## config.mk

```make
export PLATFORM = sky130hd
export DESIGN_NAME = core_inst_sequencer
export DESIGN_NICKNAME = d
export VERILOG_FILES = /design/src/rtl/core_inst_sequencer.sv
export SDC_FILE = /design/constraint.sdc
export NUM_CORES = 1
export LEC_CHECK = 0
export BUFFER_PORTS_ARGS = -buffer_cell sky130_fd_sc_hd__buf_4
export CORE_MARGIN = 2
export CORE_UTILIZATION = 50
export CTS_BUF_LIST = sky130_fd_sc_hd__clkbuf_8 sky130_fd_sc_hd__clkbuf_16
export CTS_CLUSTER_SIZE = 24
export DETAILED_ROUTE_END_ITERATION = 8
export PLACE_DENSITY = 0.75
export SETUP_SLACK_MARGIN = 0.15
export SYNTH_ARGS = -nofsm -noshare
export SYNTH_HDL_FRONTEND = slang
export SYNTH_SLANG_ARGS = --single-unit
```

## constraint.sdc

```tcl
create_clock -name i_clk -period 9.16 [get_ports i_clk]
set_clock_uncertainty 0.2 [all_clocks]
set_input_delay 0.458 -clock i_clk [delete_from_list [all_inputs] [get_ports i_clk]]
set_output_delay 0.458 -clock i_clk [all_outputs]
set_load 0.02 [all_outputs]
```

## src/rtl/core_inst_sequencer.sv

```systemverilog
// Sequences the core's 34-bit inst word through a full 3x3 convolution pass:
// per-kij weight/activation loads, execute, drain, OFIFO->pmem, then accumulation reads.
module core_inst_sequencer #(
    parameter int COL      = 8,
    parameter int ROW      = 8,
    parameter int LEN_NIJ  = 36,
    parameter int NIJ_W    = 6,
    parameter int LEN_ONIJ = 16,
    parameter int ONIJ_W   = 4,
    parameter int LEN_KIJ  = 9,
    parameter int KIJ_W    = 3,
    parameter int W_BASE   = 1024,
    parameter int GAP      = 10
) (
    input  logic        i_clk,
    input  logic        i_reset,
    input  logic        i_start,
    input  logic        i_ofifo_valid,
    output logic [33:0] o_inst,
    output logic        o_acc_clr,
    output logic        o_out_valid,
    output logic [4:0]  o_onij_idx,
    output logic [3:0]  o_kij_idx,
    output logic        o_busy,
    output logic        o_done
);

    localparam logic [33:0] IDLE_WORD = 34'h1_800C_0000;
    localparam int B_ACC   = 33;
    localparam int B_CEN_P = 32;
    localparam int B_WEN_P = 31;
    localparam int AP_HI   = 30;
    localparam int AP_LO   = 20;
    localparam int B_CEN_X = 19;
    localparam int AX_HI   = 17;
    localparam int AX_LO   = 7;
    localparam int B_OFRD  = 6;
    localparam int B_L0RD  = 3;
    localparam int B_L0WR  = 2;
    localparam int B_EXEC  = 1;
    localparam int B_LOAD  = 0;

    typedef enum logic [3:0] {
        S_IDLE, S_W_L0, S_W_LD, S_GAP, S_A_L0, S_EXEC,
        S_DRAIN, S_OF_WAIT, S_OF_RD, S_ACC, S_DONE
    } state_t;

    state_t      r_state, w_state;
    logic [6:0]  r_t, w_t;
    logic [3:0]  r_kij, w_kij;
    logic [4:0]  r_o, w_o;
    logic [3:0]  r_p, w_p;
    logic        r_wr_pend, w_wr_pend;

    logic [33:0] r_inst, w_inst;
    logic        r_acc_clr, w_acc_clr;
    logic        r_out_valid, w_out_valid;
    logic [4:0]  r_onij_idx;
    logic [3:0]  r_kij_idx;
    logic        r_busy, w_busy;
    logic        r_done, w_done;

    int          w_k;
    int          w_oi;
    logic [10:0] w_acc_addr;

    // ACC phase p=1..LEN_KIJ reads tap k=p-1 of output r_o
    always_comb begin
        w_k        = (r_p == '0) ? 0 : int'(r_p) - 1;
        w_oi       = int'(r_o);
        w_acc_addr = 11'(w_k * LEN_NIJ + (w_oi / ONIJ_W + w_k / KIJ_W) * NIJ_W
                         + (w_oi % ONIJ_W + w_k % KIJ_W));
    end

    always_comb begin
        w_state     = r_state;
        w_t         = r_t + 7'd1;
        w_kij       = r_kij;
        w_o         = r_o;
        w_p         = r_p;
        w_wr_pend   = 1'b0;
        w_inst      = IDLE_WORD;
        w_acc_clr   = 1'b0;
        w_out_valid = 1'b0;
        w_busy      = (r_state != S_IDLE) && (r_state != S_DONE);
        w_done      = 1'b0;
        case (r_state)
            S_IDLE: begin
                w_t = '0;
                if (i_start) begin
                    w_state = S_W_L0;
                    w_kij   = '0;
                    w_o     = '0;
                    w_p     = '0;
                    w_busy  = 1'b1;
                end
            end
            // SRAM read latency is one cycle: reads on t<COL, L0 writes on t=1..COL
            S_W_L0: begin
                w_inst[AX_HI:AX_LO] = 11'(W_BASE + int'(r_kij) * COL + int'(r_t));
                if (int'(r_t) < COL) w_inst[B_CEN_X] = 1'b0;
                if (r_t != '0)       w_inst[B_L0WR]  = 1'b1;
                if (int'(r_t) == COL) begin
                    w_state = S_W_LD;
                    w_t     = '0;
                end
            end
            S_W_LD: begin
                w_inst[B_L0RD] = 1'b1;
                w_inst[B_LOAD] = 1'b1;
                if (int'(r_t) == COL - 1) begin
                    w_state = S_GAP;
                    w_t     = '0;
                end
            end
            S_GAP: begin
                if (int'(r_t) == GAP - 1) begin
                    w_state = S_A_L0;
                    w_t     = '0;
                end
            end
            S_A_L0: begin
                w_inst[AX_HI:AX_LO] = 11'(r_t);
                if (int'(r_t) < LEN_NIJ) w_inst[B_CEN_X] = 1'b0;
                if (r_t != '0)           w_inst[B_L0WR]  = 1'b1;
                if (int'(r_t) == LEN_NIJ) begin
                    w_state = S_EXEC;
                    w_t     = '0;
                end
            end
            S_EXEC: begin
                w_inst[B_EXEC] = 1'b1;
                w_inst[B_L0RD] = 1'b1;
                if (int'(r_t) == LEN_NIJ - 1) begin
                    w_state = S_DRAIN;
                    w_t     = '0;
                end
            end
            S_DRAIN: begin
                if (int'(r_t) == ROW + COL - 1) begin
                    w_state = S_OF_WAIT;
                    w_t     = '0;
                end
            end
            S_OF_WAIT: begin
                w_t = '0;
                if (i_ofifo_valid) w_state = S_OF_RD;
            end
            // r_t counts accepted reads; the write for read n lands while r_t==n+1
            S_OF_RD: begin
                w_t = r_t;
                if (r_wr_pend) begin
                    w_inst[B_CEN_P]     = 1'b0;
                    w_inst[B_WEN_P]     = 1'b0;
                    w_inst[AP_HI:AP_LO] = 11'(int'(r_kij) * LEN_NIJ + int'(r_t) - 1);
                end
                if (int'(r_t) == LEN_NIJ) begin
                    w_t = '0;
                    if (int'(r_kij) == LEN_KIJ - 1) begin
                        w_state = S_ACC;
                    end else begin
                        w_state = S_W_L0;
                        w_kij   = r_kij + 4'd1;
                    end
                end else if (i_ofifo_valid) begin
                    w_inst[B_OFRD] = 1'b1;
                    w_t            = r_t + 7'd1;
                    w_wr_pend      = 1'b1;
                end
            end
            S_ACC: begin
                w_t = '0;
                w_p = r_p + 4'd1;
                if (r_p == '0) w_acc_clr = 1'b1;
                if (r_p != '0 && int'(r_p) <= LEN_KIJ) begin
                    w_inst[B_CEN_P]     = 1'b0;
                    w_inst[AP_HI:AP_LO] = w_acc_addr;
                end
                if (int'(r_p) >= 2 && int'(r_p) <= LEN_KIJ + 1) w_inst[B_ACC] = 1'b1;
                if (int'(r_p) == LEN_KIJ + 2) begin
                    w_out_valid = 1'b1;
                    w_p         = '0;
                    if (int'(r_o) == LEN_ONIJ - 1) w_state = S_DONE;
                    else                           w_o     = r_o + 5'd1;
                end
            end
            S_DONE: begin
                w_t     = '0;
                w_done  = 1'b1;
                w_busy  = 1'b0;
                w_state = S_IDLE;
            end
            default: w_state = S_IDLE;
        endcase
    end

    always_ff @(posedge i_clk) begin
        if (i_reset) begin
            r_state     <= S_IDLE;
            r_t         <= '0;
            r_kij       <= '0;
            r_o         <= '0;
            r_p         <= '0;
            r_wr_pend   <= 1'b0;
            r_inst      <= IDLE_WORD;
            r_acc_clr   <= 1'b0;
            r_out_valid <= 1'b0;
            r_onij_idx  <= '0;
            r_kij_idx   <= '0;
            r_busy      <= 1'b0;
            r_done      <= 1'b0;
        end else begin
            r_state     <= w_state;
            r_t         <= w_t;
            r_kij       <= w_kij;
            r_o         <= w_o;
            r_p         <= w_p;
            r_wr_pend   <= w_wr_pend;
            r_inst      <= w_inst;
            r_acc_clr   <= w_acc_clr;
            r_out_valid <= w_out_valid;
            r_kij_idx   <= r_kij;
            r_busy      <= w_busy;
            r_done      <= w_done;
            // onij_idx holds its last value between passes
            if (w_out_valid)                     r_onij_idx <= r_o;
            else if (r_state == S_IDLE && i_start) r_onij_idx <= '0;
        end
    end

    assign o_inst      = r_inst;
    assign o_acc_clr   = r_acc_clr;
    assign o_out_valid = r_out_valid;
    assign o_onij_idx  = r_onij_idx;
    assign o_kij_idx   = r_kij_idx;
    assign o_busy      = r_busy;
    assign o_done      = r_done;

endmodule

```

==> flow_summary.ini <==
[critical_path]
timing.rr.start = r_p[0]$_SDFFE_PP0P_
criticalPathCategory = flip-flop to flip-flop
cpMaxStageDelayCell = fa_2
regToRegSetupSlack_ns = 0.43
arrival_ns = 8.74
reg2regPathDepth = 39
reg2reg_to = o_inst[30]$_SDFF_PP0_
cpPeakStageDelay_ns = 0.56
crit_fanout = 13
cp.required_ns = 9.18
end_kind = flip-flop
crit_path_start_kind = flip-flop

[pwr]
irDropWorstVdd_v = 0.000193
p_per_area_nw_per_um2 = 132
total_power_uw = 895
leakagePower_nw = 3.20

[synth]
synth_top_cell_area_share = 0.230
synth_area_leaders = dfxtp_1, ha_1, xnor2_1
yosys-top-cells-count = ha_1, inv_1, nor2_1
avgSynthCellArea_um2 = 8.08
synth_edf_count = 0
ys_ff_latch = 66
yosysWarnings = 0
async_flop_share = 0
synth.yosys.seq_area_share = 0.230
syn_area_um2 = 5740
synth_cells = 711
synth_cell_types = 67
synth_ff_type = dfxtp_1
synth.most_common_cell = ha_1
synth_top_area_cell = dfxtp_1

[worst_hold_path]
min_path_cells = 2
hold_start = i_ofifo_valid
hold_path_end = o_inst[6]$_SDFF_PP0_
worstHoldPathType = input pin to flip-flop

[grt]
overflow = 0
grt_use_met1 = 0.276
grt_max_degree = 47
grtUsageMet3 = 0.0344
met2_usage = 0.402
first_global_vias = 5032
grt_pass1_wl_um = 23500
grt-busiest-layer = met2
antenna_found_initial = 0
grtUsageTotal = 0.226

[placed_design]
hpwl_um = 10600
gp_congestion = 0.907
pre_cts_ws_ns = -0.107
io_buffers = 45

[detailed_routing]
drt_wl_total_um = 14100
drc = 0
first_iter_violations = 305
via_per_inst = 5.70
postRouteAntennaNets = 0
first_pass_iters = 5
vias = 5180
wl_per_cell_um = 15.6

[timing]
fmax_mhz = 115
rsz0062_at_grt = false
maxSlewViolCount = 0
worstMarginPinSlew_ns = 0.804
period_needed_ns = 8.73
finalCritPeriodShare = 0.953
finalWorstSetupSlack_ns = 0.432
hold_viol_final = 0
maxSlewHeadroom = 0.458
setup_viol = 0

[floorplan]
io-pin-count = 51
fp-row-count = 39
design.core.area_um2 = 11300
die_h_um = 111
die_area_um2 = 12400
die_w_um = 111
start_util = 0.507

[final_layout]
antennaDiodeCount = 0
areaGrowthSynthToFinish_pct = 18.2
drive_gt1_frac = 0.179
layout.nets = 858

[clock_tree]
clock_path_buffers = 2
h-tree-depth = 3
cts.clk_slew.worst_paths_ns = 0.06
holdBufCountCts = 0
insertion_delay_ns = 0.34
cts_root_buffer = clkbuf_16
cts_inserted_buffers = 9
cts_sinks = 66
cts_tree = yes

[run]
max_cap_viol_count = 0

[outcome]
status = complete, no violations
[per-layer routing]
layer	routed length [um]	part of all wire
met5	0	0
met4	334	0.024
met3	522	0.037
met2	7220	0.51
met1	6050	0.43
[worst max path at each step]
stage,startpoint,endpoint,cells past startpoint
finish,r_p[0]$_SDFFE_PP0P_,o_inst[30]$_SDFF_PP0_,39
global route,r_p[0]$_SDFFE_PP0P_,o_inst[30]$_SDFF_PP0_,44
CTS,r_p[0]$_SDFFE_PP0P_,o_inst[30]$_SDFF_PP0_,43
detailed placement,r_p[2]$_SDFFE_PP0P_,o_inst[30]$_SDFF_PP0_,45
global placement,r_p[2]$_SDFFE_PP0P_,o_inst[30]$_SDFF_PP0_,45
floorplan,r_p[0]$_SDFFE_PP0P_,o_inst[30]$_SDFF_PP0_,47
[flip-flops by register name, indices dropped and copies added (netlist names)]
signal,flops
r_o,5
r_kij,4
o_inst,29
o_done,1
o_kij_idx,4
o_acc_clr,1
o_out_valid,1
r_state,4
o_busy,1
r_t,7
r_p,4
o_onij_idx,5
[layout make-up]
cell class,count,area (um^2)
sequential,66,1330
fill,987,4530
clock inverter,7,77.6
clock buffer,9,225
inverter,75,285
multi-input combinational,541,4190
tap,143,179
timing repair buffer,67,503
[power by group]
| group | leakage (nW) | total (mW) | switching [mW] | internal, mW |
|---|---|---|---|---|
| sequential | 0.535 | 0.325 | 0.0229 | 0.302 |
| clock | 0.146 | 0.346 | 0.134 | 0.212 |
| combinational | 2.52 | 0.225 | 0.140 | 0.0853 |
| total | 3.20 | 0.895 | 0.296 | 0.599 |
[metrics by stage]
step | util | cell area (um^2) | instances | hold slack [ns] | setup TNS [ns]
after floorplan | - | 5810 | 714 | 0.262 | 0
after global placement | 0.548 | 6200 | 874 | 0.254 | 0
after detailed placement | 0.548 | 6200 | 874 | 0.260 | -0.107
after CTS | 0.582 | 6590 | 896 | 0.214 | 0
after global routing | 0.599 | 6790 | 908 | 0.218 | 0
final | 0.599 | 6790 | 908 | 0.224 | 0
[cells in the final DEF, fill, tap and decap left out, drive strengths merged, types with 3 or more instances in the layout]
cell type	netlist	final
nand2b	8	8
a22o	4	4
o21bai	6	6
and2	5	5
clkbuf	20	9
inv	74	74
a22oi	11	11
xor2	21	21
and3	4	4
nor3	31	31
nand2	41	41
fa	15	15
a21oi	54	54
a21boi	3	3
a31oi	8	8
conb	2	5
nand3	20	20
buf	12	67
or3	8	8
nand4	9	9
dfxtp	66	66
o21ai	22	22
nor3b	3	3
mux2i	5	5
or2	5	5
o41ai	3	3
a31o	3	3
xnor2	35	35
a21o	14	14
ha	79	79
o2111ai	3	3
clkinv	1	5
nor2	70	70
or4	4	4
nor2b	8	8
nor4	3	3
o211ai	6	6
[critical path: cells and delay by family, from the launching register on]
kind                       cells  cell delay, ns
buffers and inverters          9            1.06
and+or+nand+nor                6            1.29
AOI/OAI and AO/OA             11            2.12
adders and majority gates      9            2.87
DFF                            1            0.37
xor gates and xnor gates       4            0.72
[kinds of logic after synthesis]
| kind of cell | count (synthesis) | synth area share |
|---|---|---|
| adder cells (fa/ha/maj) | 94 | 0.224 |
| other | 2 | 0.00131 |
| AND/OR/NAND/NOR | 228 | 0.200 |
| multiplexers | 5 | 0.00871 |
| AO/OA/AOI/OAI | 153 | 0.175 |
| XOR/XNOR | 56 | 0.0854 |
| buffers and inverters | 107 | 0.0752 |
| flip-flops | 66 | 0.230 |
[repair_timing]
item / 4_1_cts / 5_1_grt
pin swaps: 3 / 17
buffers inserted: 6 / 12
cloned: 0 / 0
gates resized for setup: 10 / 24
endpoints found under the setup margin: 1 / 3
No activity file was read; power rests on OpenSTA's default activity.
